File: src/rtl/arith_pkg.sv
// Shared ALU arithmetic definitions.
// Common to the mul and div units.
package arith_pkg;

    typedef enum logic [1:0] {
        IDLE = 2'd0,
        CALC = 2'd1,
        FIX  = 2'd2,
        DONE = 2'd3
    } state_t;

    localparam logic TYPE_UNSIGNED = 1'b0;
    localparam logic TYPE_SIGNED   = 1'b1;

endpackage

File: src/rtl/div_step.sv
// One restoring-division iteration.
// Trial subtract of the divisor from the shifted partial remainder.
module div_step #(
    parameter int N_BIT = 4
) (
    input  logic [N_BIT:0]   rem_sh,
    input  logic [N_BIT-1:0] dvs,
    output logic [N_BIT-1:0] rem_next,
    output logic             q_bit
);

    logic [N_BIT:0] trial;

    // Partial remainder stays below the divisor, so a restored or
    // reduced value always fits back into N_BIT bits.
    assign trial    = rem_sh - {1'b0, dvs};
    assign q_bit    = ~trial[N_BIT];
    assign rem_next = q_bit ? trial[N_BIT-1:0] : rem_sh[N_BIT-1:0];

endmodule

File: src/rtl/div.sv
// Iterative restoring divider, one quotient bit per clock.
// Signed or unsigned per operation; fixed N_BIT+2 cycle latency.
module div
    import arith_pkg::*;
#(
    parameter int N_BIT = 4
) (
    input  logic             clk,
    input  logic             rst_n,
    input  logic             start,
    input  logic [N_BIT-1:0] A,
    input  logic [N_BIT-1:0] B,
    input  logic             div_type,
    output logic             busy,
    output logic             done,
    output logic [N_BIT-1:0] quotient,
    output logic [N_BIT-1:0] remainder,
    output logic             div_by_zero
);

    localparam int CW = $clog2(N_BIT + 1);

    state_t state, state_nx;

    logic [N_BIT-1:0] rem, quo, dvs, a_raw;
    logic [N_BIT-1:0] a_mag, b_mag, rem_nx;
    logic [N_BIT:0]   rem_sh;
    logic [CW-1:0]    cnt;
    logic             s_a, s_b, dz;
    logic             sa_in, sb_in, q_bit;
    logic             accept, last;
    logic             busy_nx, done_nx;

    assign accept = start && (state == IDLE || state == DONE);
    assign last   = (cnt == CW'(N_BIT - 1));
    assign sa_in  = (div_type == TYPE_SIGNED) && A[N_BIT-1];
    assign sb_in  = (div_type == TYPE_SIGNED) && B[N_BIT-1];
    assign a_mag  = sa_in ? -A : A;
    assign b_mag  = sb_in ? -B : B;
    assign rem_sh = {rem, quo[N_BIT-1]};

    div_step #(
        .N_BIT    (N_BIT)
    ) u_step (
        .rem_sh   (rem_sh),
        .dvs      (dvs),
        .rem_next (rem_nx),
        .q_bit    (q_bit)
    );

    always_ff @(posedge clk or negedge rst_n) begin
        if (!rst_n) state <= IDLE;
        else        state <= state_nx;
    end

    always_comb begin
        state_nx = state;
        unique case (state)
            IDLE: if (start) state_nx = CALC;
            CALC: if (last)  state_nx = FIX;
            FIX:             state_nx = DONE;
            DONE: state_nx = start ? CALC : IDLE;
        endcase
    end

    always_comb begin
        busy_nx = (state_nx == CALC) || (state_nx == FIX);
        done_nx = (state_nx == DONE);
    end

    always_ff @(posedge clk or negedge rst_n) begin
        if (!rst_n) begin
            busy <= 1'b0;
            done <= 1'b0;
        end else begin
            busy <= busy_nx;
            done <= done_nx;
        end
    end

    always_ff @(posedge clk or negedge rst_n) begin
        if (!rst_n) begin
            rem         <= '0;
            quo         <= '0;
            dvs         <= '0;
            a_raw       <= '0;
            s_a         <= 1'b0;
            s_b         <= 1'b0;
            dz          <= 1'b0;
            cnt         <= '0;
            quotient    <= '0;
            remainder   <= '0;
            div_by_zero <= 1'b0;
        end else if (accept) begin
            rem   <= '0;
            quo   <= a_mag;
            dvs   <= b_mag;
            a_raw <= A;
            s_a   <= sa_in;
            s_b   <= sb_in;
            dz    <= (B == '0);
            cnt   <= '0;
        end else if (state == CALC) begin
            rem <= rem_nx;
            quo <= {quo[N_BIT-2:0], q_bit};
            cnt <= cnt + 1'b1;
        end else if (state == FIX) begin
            div_by_zero <= dz;
            if (dz) begin
                quotient  <= '1;
                remainder <= a_raw;
            end else begin
                quotient  <= (s_a ^ s_b) ? -quo : quo;
                remainder <= s_a ? -rem : rem;
            end
        end
    end

endmodule

File: config.mk
export PLATFORM = sky130hd
export DESIGN_NAME = div
export DESIGN_NICKNAME = d
export VERILOG_FILES = /design/src/rtl/arith_pkg.sv /design/src/rtl/div_step.sv /design/src/rtl/div.sv
export SDC_FILE = /design/constraint.sdc
export NUM_CORES = 1
export LEC_CHECK = 0
export CAP_MARGIN = 20
export CORE_ASPECT_RATIO = 2
export CORE_MARGIN = 2
export CORE_UTILIZATION = 55
export CTS_CLUSTER_DIAMETER = 150
export DETAILED_ROUTE_END_ITERATION = 8
export MAX_ROUTING_LAYER = met4
export PLACE_DENSITY = 0.79
export SLEW_MARGIN = 15
export SYNTH_ARGS = -nofsm -noshare
export SYNTH_HDL_FRONTEND = slang
export SYNTH_SLANG_ARGS = --single-unit
export TNS_END_PERCENT = 1
File: constraint.sdc
create_clock -name clk -period 5.9 [get_ports clk]
set_clock_uncertainty 0.2 [all_clocks]
set_input_delay 0.885 -clock clk [delete_from_list [all_inputs] [get_ports clk]]
set_output_delay 0.885 -clock clk [all_outputs]
set_load 0.02 [all_outputs]
After elaboration in Yosys (flattened, before gate mapping)
Index checks and enable logic that the tools add are counted.

Bits in registers: 35. Logic and storage cells: 57.

Add/subtract/negate cells: 6. Equal/unequal tests: 7. Multiplexer cells: 17. Bitwise operators: 4. Reductions and logical operators: 9.

Operators by type and width (number): two-way mux 4 bit (11); negation 4 bit (4); equality test 2 bit, second input constant (4); case mux 2 bit (4 select lines) (1); two-way mux 3 bit (2); subtractor 5 x 4 -> 5 bit (1); equality test 2 x 1 -> 1 bit, second input constant (2); logical NOT 4 bit (1); two-way mux 2 bit (2); adder 3 x 1 -> 3 bit, second input constant (1); equality test 3 x 2 -> 1 bit, second input constant (1); logical AND 1 bit (3); inverter 1 bit (3); AND reduction 3 bit (1); logical NOT 2 bit (1); logical OR 1 bit (2); nonzero test 2 bit (1); two-way mux 1 bit (1); XOR 1 bit (1).

Longest topological paths before layout
Gate-level depths: netlist of run 1.

Depth after elaboration: 5. Gate-level depth with buffers: 8. Mapped depth without buffers: 8.

By module
A second synthesis of run 1 with hierarchy kept.

Cells, all modules: 192. Area, all modules: 1925.6 um^2.

By module, submodules not included: div (times used 1, cells an instance 168, area an instance 1721.7 um^2, seq. area each 875.8 um^2); div_step (times used 1, cells an instance 24, area an instance 203.9 um^2, seq. area each 0.0 um^2).

Least setup slack after synthesis of run 1
Ideal clock, no wire load.

Path kind: reg-to-reg. Start point: reg quo[3]. End point: reg rem[1]. Data arrival time: 2023 ps. Slack: 3600 ps. Cell stages (with the launch flop): 9. Clock period less this slack: 2300 ps. Cells stage by stage: dfrtp_1 inv_1 ha_1 fa_1 nand2b_1 a21oi_2 xor2_2 mux2_1 a21oi_1.

Word-level cells in the longest chain between the ends: 4.

RTL lines: start, declared (RTL line div.sv:25) `logic [N_BIT-1:0] rem, quo, dvs, a_raw;`; start signal, assigned (RTL line div.sv:96) `quo <= a_mag;`; start signal, assigned (RTL line div.sv:105) `quo <= {quo[N_BIT-2:0], q_bit};`; subtractor 5 x 4 -> 5 bit (RTL line div_step.sv:16) `assign trial = rem_sh - {1'b0, dvs};`; two-way mux 4 bit (RTL line div_step.sv:18) `assign rem_next = q_bit ? trial[N_BIT-1:0] : rem_sh[N_BIT-1:0];`; two-way mux 4 bit (RTL line div.sv:103) `end else if (state == CALC) begin`; two-way mux 4 bit (RTL line div.sv:94) `end else if (accept) begin`; end signal, assigned (RTL line div.sv:104) `rem <= rem_nx;`; end, declared (RTL line div.sv:25).

Every way passes these cells. The select of a mux whose other input is x is not followed. A chain may end at the register's enable or synchronous reset.

Worst setup path in the final report of run 1
Ends and elaborated chain as after synthesis.

==> reports/qor.txt, run 1 <==
status: complete, no violations
Post-Route WL: 3740 um
Post-synth EDFFs: 0
core area: 0.00334 mm2
HP Class: flop to flop
Post-Syn Area: 0.00190 mm2
simple-gate share of the synthesized area: 11.9%
worst path required time: 5910 ps
vias in the first global route: 1429
FF-to-FF setup slack: 3400 ps
Worst Path Arrival: 2510 ps
Reg-to-Reg End: rem[1]$_DFFE_PN0P_
crit path launch type: flop
Reg clk slew, reported paths: 70 ps
die area: 0.00397 mm2
area grow syn2layout: 18.6%
largest family of logic cells by synthesized area: compound AO/OA/AOI/OAI gates
top-count cell post-synth: dfrtp_1
DR pass1 iterations: 4
nets@finish: 246
Pwr Density: 626 mW/mm2
Sink Count: 35
Final Hold Vio Count: 0
Reg2Reg Depth: 8
WS Path Type: flop to flop
ratio of cells with drive above 1 in the final layout: 6.82%
RSZ-0062 raised after global routing: false
detailed-route via count: 1437
WL per Instance: 14.8 um
Max Transition Viols Final: 0
Synth area leaders: dfrtp_1 (46%), ha_1 (9.2%), mux2i_1 (4.7%)
Cells after Synth: 197
CP Capture Type: flop
H-tree Lvls: 2
Synth Area in Compound Gates: 12.8%
Die H: 87.1 um
asr flop ratio synth: 100%
Synth area leader: dfrtp_1
#FFs+latches synth: 35
Syn. warnings: 0
non-filler instance count after layout: 252
Leakage: 1.07 nW
Setup Buffers After CTS: 0
vias per std cell: 5.70
DRT antenna net count: 0
Final setup viols: 0
Achievable Freq: 400 MHz
worst-case clock buffer depth: 2
hold path start: a_raw[2]$_DFFE_PN0P_
Overall Global Routing Usage: 22.1%
WHS Endpoint: a_raw[2]$_DFFE_PN0P_
num rows: 30
Synthesized Nets: 224
peak supply drop: 0.000425 V
Slew @ Worst Pin: 819 ps
hold depth: 2
total global routing overflow: 0
initial antenna violation count: 0
worst hold margin: 278 ps
origin of the critical flop-to-flop path: quo[3]$_DFFE_PN0P_
Clock Tree Root: clkbuf_8
I/O pin cnt: 23
cts repair resizes: 0
1st-iter DRT viols: 23
hold buffer count at cts: 0
DRC Markers: 0
pin count of the biggest net entering global routing: 36
Die Wd: 45.6 um
I/O Buffers: 22
Post-synth top cells: dfrtp_1 (35), nand2_1 (24), nor2_1 (20)
relative max-transition margin: 45.3%
dpl hpwl: 2850 um
max_cap viols: 0
Tcrit/Tclk final: 42.3%
CTS Buf Count: 5
adder-cell share of the synthesized area: 10.3%
XOR/XNOR share of the synthesized area: 5.92%
min cycle time layout: 2500 ps
Inst Count DP: 244
first-pass GRT wire length: 6200 um
synthesized area per cell: 9.65 um2
Yosys cell types: 31
multiplexer area fraction after synthesis: 8.29%
CP max FO: 5
diode count: 0
GP Congestion: 0.777
Starting Density: 56.9%
main flop type after synthesis: dfrtp_1
Yosys top cell area share: 46.1%
setup_tns: 0 ps
Seq/Total Area, Yosys: 46.1%
CTS tree: built
clk_lat worst skew: 290 ps
-- worst max path at each step --
stage / startpoint / end / slack, ps
floorplan: quo[3]$_DFFE_PN0P_ / rem[1]$_DFFE_PN0P_ / 3600
global placement: start / quo[3]$_DFFE_PN0P_ / 3260
detailed placement: start / quo[3]$_DFFE_PN0P_ / 3180
CTS: quo[3]$_DFFE_PN0P_ / rem[1]$_DFFE_PN0P_ / 3370
global route: quo[3]$_DFFE_PN0P_ / rem[1]$_DFFE_PN0P_ / 3280
finish: quo[3]$_DFFE_PN0P_ / rem[1]$_DFFE_PN0P_ / 3400
-- layout make-up --
class | count | area (um2)
well taps | 32 | 40.0
multi-input cells | 139 | 936
clock buffers | 6 | 82.6
inverters | 15 | 56.3
repair buffers | 23 | 228
flip-flops and latches | 35 | 876
clock inverters | 2 | 35.0
fillers | 276 | 1090
-- cells by family after synthesis --
| kind of cell | count (synthesis) |
|---|---|
| AND/OR/NAND/NOR | 54 |
| XOR/XNOR | 12 |
| buffers and inverters | 23 |
| multiplexers | 15 |
| AO/OA/AOI/OAI | 43 |
| adder cells (fa/ha/maj) | 15 |
| flip-flops | 35 |
-- metal layers --
metal	global-route usage (%)	vias up	part of all wire, %
li1	-	701	-
met1	22.5	701	37
met2	39.1	28	58
met3	3.73	7	2.6
met4	9.63	0	2.4
met5	-	-	0
-- through the flow --
step | setup slack (ps) | utilization [%] | total power [mW] | area [um2]
floorplan | 3600 | - | 0.984 | 1900
global placement | 3260 | 63.9 | 1.15 | 2140
detailed placement | 3180 | 63.9 | 1.20 | 2140
CTS | 3370 | 67.5 | 1.42 | 2250
global route | 3280 | 67.5 | 1.53 | 2250
finish | 3400 | 67.5 | 1.41 | 2250
-- placed cells by master (no fill, tap or decap) --
cell type,n
clkbuf_8,6
clkdlybuf4s50_1,22
inv_1,15
o21ai_0,18
nor3_1,2
and3_1,1
a21oi_1,15
nor2_1,20
o22ai_1,1
nor2b_1,2
mux2i_1,9
clkinv_2,1
dfrtp_1,35
mux2_2,4
ha_1,14
fa_1,1
nand3_1,1
nand3b_1,2
nand2b_1,2
nand2_1,24
o21bai_1,1
o31a_1,1
bufinv_16,1
xor2_1,5
mux2_1,2
o31ai_1,2
xor2_2,1
a211oi_1,2
o32ai_1,1
xnor2_1,6
a221oi_1,1
a21oi_2,1
buf_4,1
-- power breakdown --
part / leakage (nW) / internal (mW) / switching, mW
clock network: 0.0612 / 0.137 / 0.0853
registers: 0.434 / 0.357 / 0.0904
logic: 0.572 / 0.334 / 0.408
total: 1.07 / 0.828 / 0.583
-- flip-flops by register name, indices dropped and copies added, names as in the netlist --
signal       flops
dz               1
a_raw            4
quo              4
state            2
dvs              4
done             1
s_a              1
quotient         4
cnt              3
div_by_zero      1
s_b              1
rem              4
busy             1
remainder        4
-- worst max-delay path, cell delays in order, from the launching register on --
cell      delay, ps
dfrtp_1         340
inv_1            80
ha_1            240
fa_1            400
nand2b_1        170
a21oi_2         160
xor2_2          330
mux2_1          360
a21oi_1         140
No activity file was read; power rests on OpenSTA's default activity.
==> inputs of run 2 (changes only) <==
--- a/config.mk
+++ b/config.mk
@@ -8,11 +8,11 @@
 export CAP_MARGIN = 20
 export CORE_ASPECT_RATIO = 2
 export CORE_MARGIN = 2
-export CORE_UTILIZATION = 55
+export CORE_UTILIZATION = 50
 export CTS_CLUSTER_DIAMETER = 150
 export DETAILED_ROUTE_END_ITERATION = 8
 export MAX_ROUTING_LAYER = met4
-export PLACE_DENSITY = 0.79
+export PLACE_DENSITY = 0.76
 export SLEW_MARGIN = 15
 export SYNTH_ARGS = -nofsm -noshare
 export SYNTH_HDL_FRONTEND = slang
==> constraint.sdc (replaced) <==
create_clock -name clk -period 2.2 [get_ports clk]
set_clock_uncertainty 0.2 [all_clocks]
set_input_delay 0.33 -clock clk [delete_from_list [all_inputs] [get_ports clk]]
set_output_delay 0.33 -clock clk [all_outputs]
set_load 0.02 [all_outputs]
==> run 2 against run 1 <==
Compared with the run above:
- the flow now finishes with violations (setup timing)
- routed wire length grew 1.7%
- total power grew to 3.0 times the previous value
- clock power increased by 130%
- combinational power grew to 3.4 times the previous value
- count of clock-buffer cells in the layout rose by 2
- cell count rose by 13%
- core utilization down 0.60 points
- setup slack worse by 3500 ps
- maximum frequency is 11% higher
- sequential power rose to 2.7 times the previous value
- critical path type unchanged
- highest routed layer unchanged
==> reports/qor.txt, run 2 (synthesis results as in run 1) <==
DRC Markers: 0 (unchanged)
total global routing overflow: 0 (unchanged)
I/O pin cnt: 23 (unchanged)
vias in the first global route: 1485 (+3.9%)
DRT antenna net count: 0 (unchanged)
DP Area: 0.00228 mm2 (+6.7%)
Post-Route WL: 3800 um (+1.7%)
Tcrit/Tclk final: 103% (+60 points)
Die Wd: 47.6 um (+4.5%)
relative max-transition margin: 70.0% (+25 points)
pin count of the biggest net entering global routing: 36 (unchanged)
violated checks: setup timing
most common cell after layout, fill and taps aside: dfrtp_1
nets@finish: 262 (+6.5%)
max_cap viols: 0 (unchanged)
final worst slack: -56.2 ps (-3460 ps)
I/O Buffers: 22 (unchanged)
diode count: 0 (unchanged)
setup_tns: -128 ps (-128 ps)
design area: 0.00244 mm2 (+8.2%)
DR pass1 iterations: 4 (unchanged)
Clock Tree Root: clkbuf_8
WL per Instance: 13.3 um (-10%)
Final setup viols: 3 (+3)
initial antenna violation count: 0 (unchanged)
Max Transition Viols Final: 0 (unchanged)
Clock power frac: 12.0% (-3.7 points)
min cycle time layout: 2260 ps (-242 ps)
Reg clk slew, reported paths: 70 ps (about the same)
sw frac: 40.2% (-1.2 points)
Sink Count: 35 (unchanged)
Filler cells: 332 (+20%)
Pwr Density: 1720 mW/mm2 (+180%)
Worst Path Arrival: 2270 ps (-240 ps)
Overall Global Routing Usage: 21.2% (-0.91 points)
most frequent cells in the layout: dfrtp_1 (35), nand2_1 (24), clkdlybuf4s50_1 (22)
die area: 0.00434 mm2 (+9.3%)
WS Path Type: flop to flop
Leakage: 1.15 nW (+8.0%)
CTS tree: built
Power Internal: 2.51 mW (+200%)
dpl hpwl: 2890 um (+1.3%)
Flop pwr share: 28.3% (-3.4 points)
Final Hold Vio Count: 0 (unchanged)
hold buffer count at cts: 0 (unchanged)
area grow syn2layout: 28.2%
combinational power share: 59.7% (+7.1 points)
vias per std cell: 5.26 (-7.8%)
worst hold margin: 260 ps (-17.2 ps)
RSZ-0062 raised after global routing: true
Die H: 91.2 um (+4.7%)
Starting Density: 52.1% (-4.8 points)
worst-case clock buffer depth: 2 (unchanged)
worst path required time: 2210 ps (-3700 ps)
crit path launch type: flop
CTS Buf Count: 5 (unchanged)
peak supply drop: 0.00102 V (+140%)
1st-iter DRT viols: 25 (+8.7%)
ratio of cells with drive above 1 in the final layout: 16.1% (+9.3 points)
CP max FO: 5 (unchanged)
H-tree Lvls: 2 (unchanged)
detailed-route via count: 1499 (+4.3%)
Net Switching: 1.69 mW (+190%)
clk_lat worst skew: 280 ps (about the same)
GP Congestion: 0.854 (+9.9%)
Slew @ Worst Pin: 450 ps (-370 ps)
core area: 0.00365 mm2 (+9.1%)
Inst Count DP: 272 (+11%)
non-filler instance count after layout: 285 (+13%)
status: finished with violations
first-pass GRT wire length: 6530 um (+5.5%)
HP Class: primary input to async pin
CP Capture Type: flop
Achievable Freq: 443 MHz (+11%)
num rows: 31 (+3.3%)
[run 2: changes by cell type in the layout (fill, tap and decap cells not counted), sizes merged]
cell    previous run  this run
clkinv             1         0
clkbuf             6         8
buf                1        17
bufinv             1         0
[run 2: path summary, 6_finish.rpt]
kind	from	end	slack [ps]	cells after the start
max in group asynchronous	rst_n	dvs[2]$_DFFE_PN0P_	1220	2
worst max register to register	dvs[0]$_DFFE_PN0P_	rem[0]$_DFFE_PN0P_	-60	7
min in group clk	a_raw[0]$_DFFE_PN0P_	a_raw[0]$_DFFE_PN0P_	290	2
worst min register to register	a_raw[0]$_DFFE_PN0P_	a_raw[0]$_DFFE_PN0P_	290	2
worst max-delay path	dvs[0]$_DFFE_PN0P_	rem[0]$_DFFE_PN0P_	-60	7
worst min-delay path	rst_n	state[0]$_DFF_PN0_	260	2
[run 2: repair_timing]
action | 4_1_cts | 5_1_grt
setup endpoints to repair | 3 | 5
pin swaps | 6 | 4
setup buffers | 2 | 3
gates resized for setup | 5 | 0
[run 2: cell type report]
type | count | area [um2] | share of cell area (%)
Clock buffer | 8 | 100 | 4.11
Inverter | 15 | 56.3 | 2.31
Multi-Input combinational cell | 139 | 992 | 40.7
Sequential cell | 35 | 876 | 35.9
Tap cell | 49 | 61.3 | 2.52
Timing Repair Buffer | 39 | 352 | 14.4
[run 2: power by group through the flow]
stage	sequential, mW	combinational [mW]	clock, mW
finish	1.19	2.51	0.503
global route	1.23	2.80	0.554
CTS	1.19	2.48	0.519
detailed placement	1.20	2.34	0
global placement	1.19	2.27	0
floorplan	1.27	1.55	0
[run 2: critical path, cell delays in order (launching register included)]
cell	delay, ps
dfrtp_1	410
ha_4	180
fa_2	330
nand2b_4	150
a21oi_4	190
xor2_4	260
mux2_4	330
a21oi_2	130
[run 2: routing by layer]
layer	vias up	wire length (um)	track usage, %
li1	735	-	-
met2	30	2190	35.4
met1	727	1450	23.4
met5	-	0	-
met4	0	59	8.33
met3	7	100	4.17
[run 2: per-stage QoR]
stage          total power [mW]  setup WS [ps]  util [%]
6_report                   4.20          -56.2      66.8
5_1_grt                    4.59           -161      66.8
4_1_cts                    4.19          -34.3      66.2
3_5_place_dp               3.54          -82.9      62.5
3_3_place_gp               3.46          -37.3      62.5
2_1_floorplan              2.82          -9.68         -
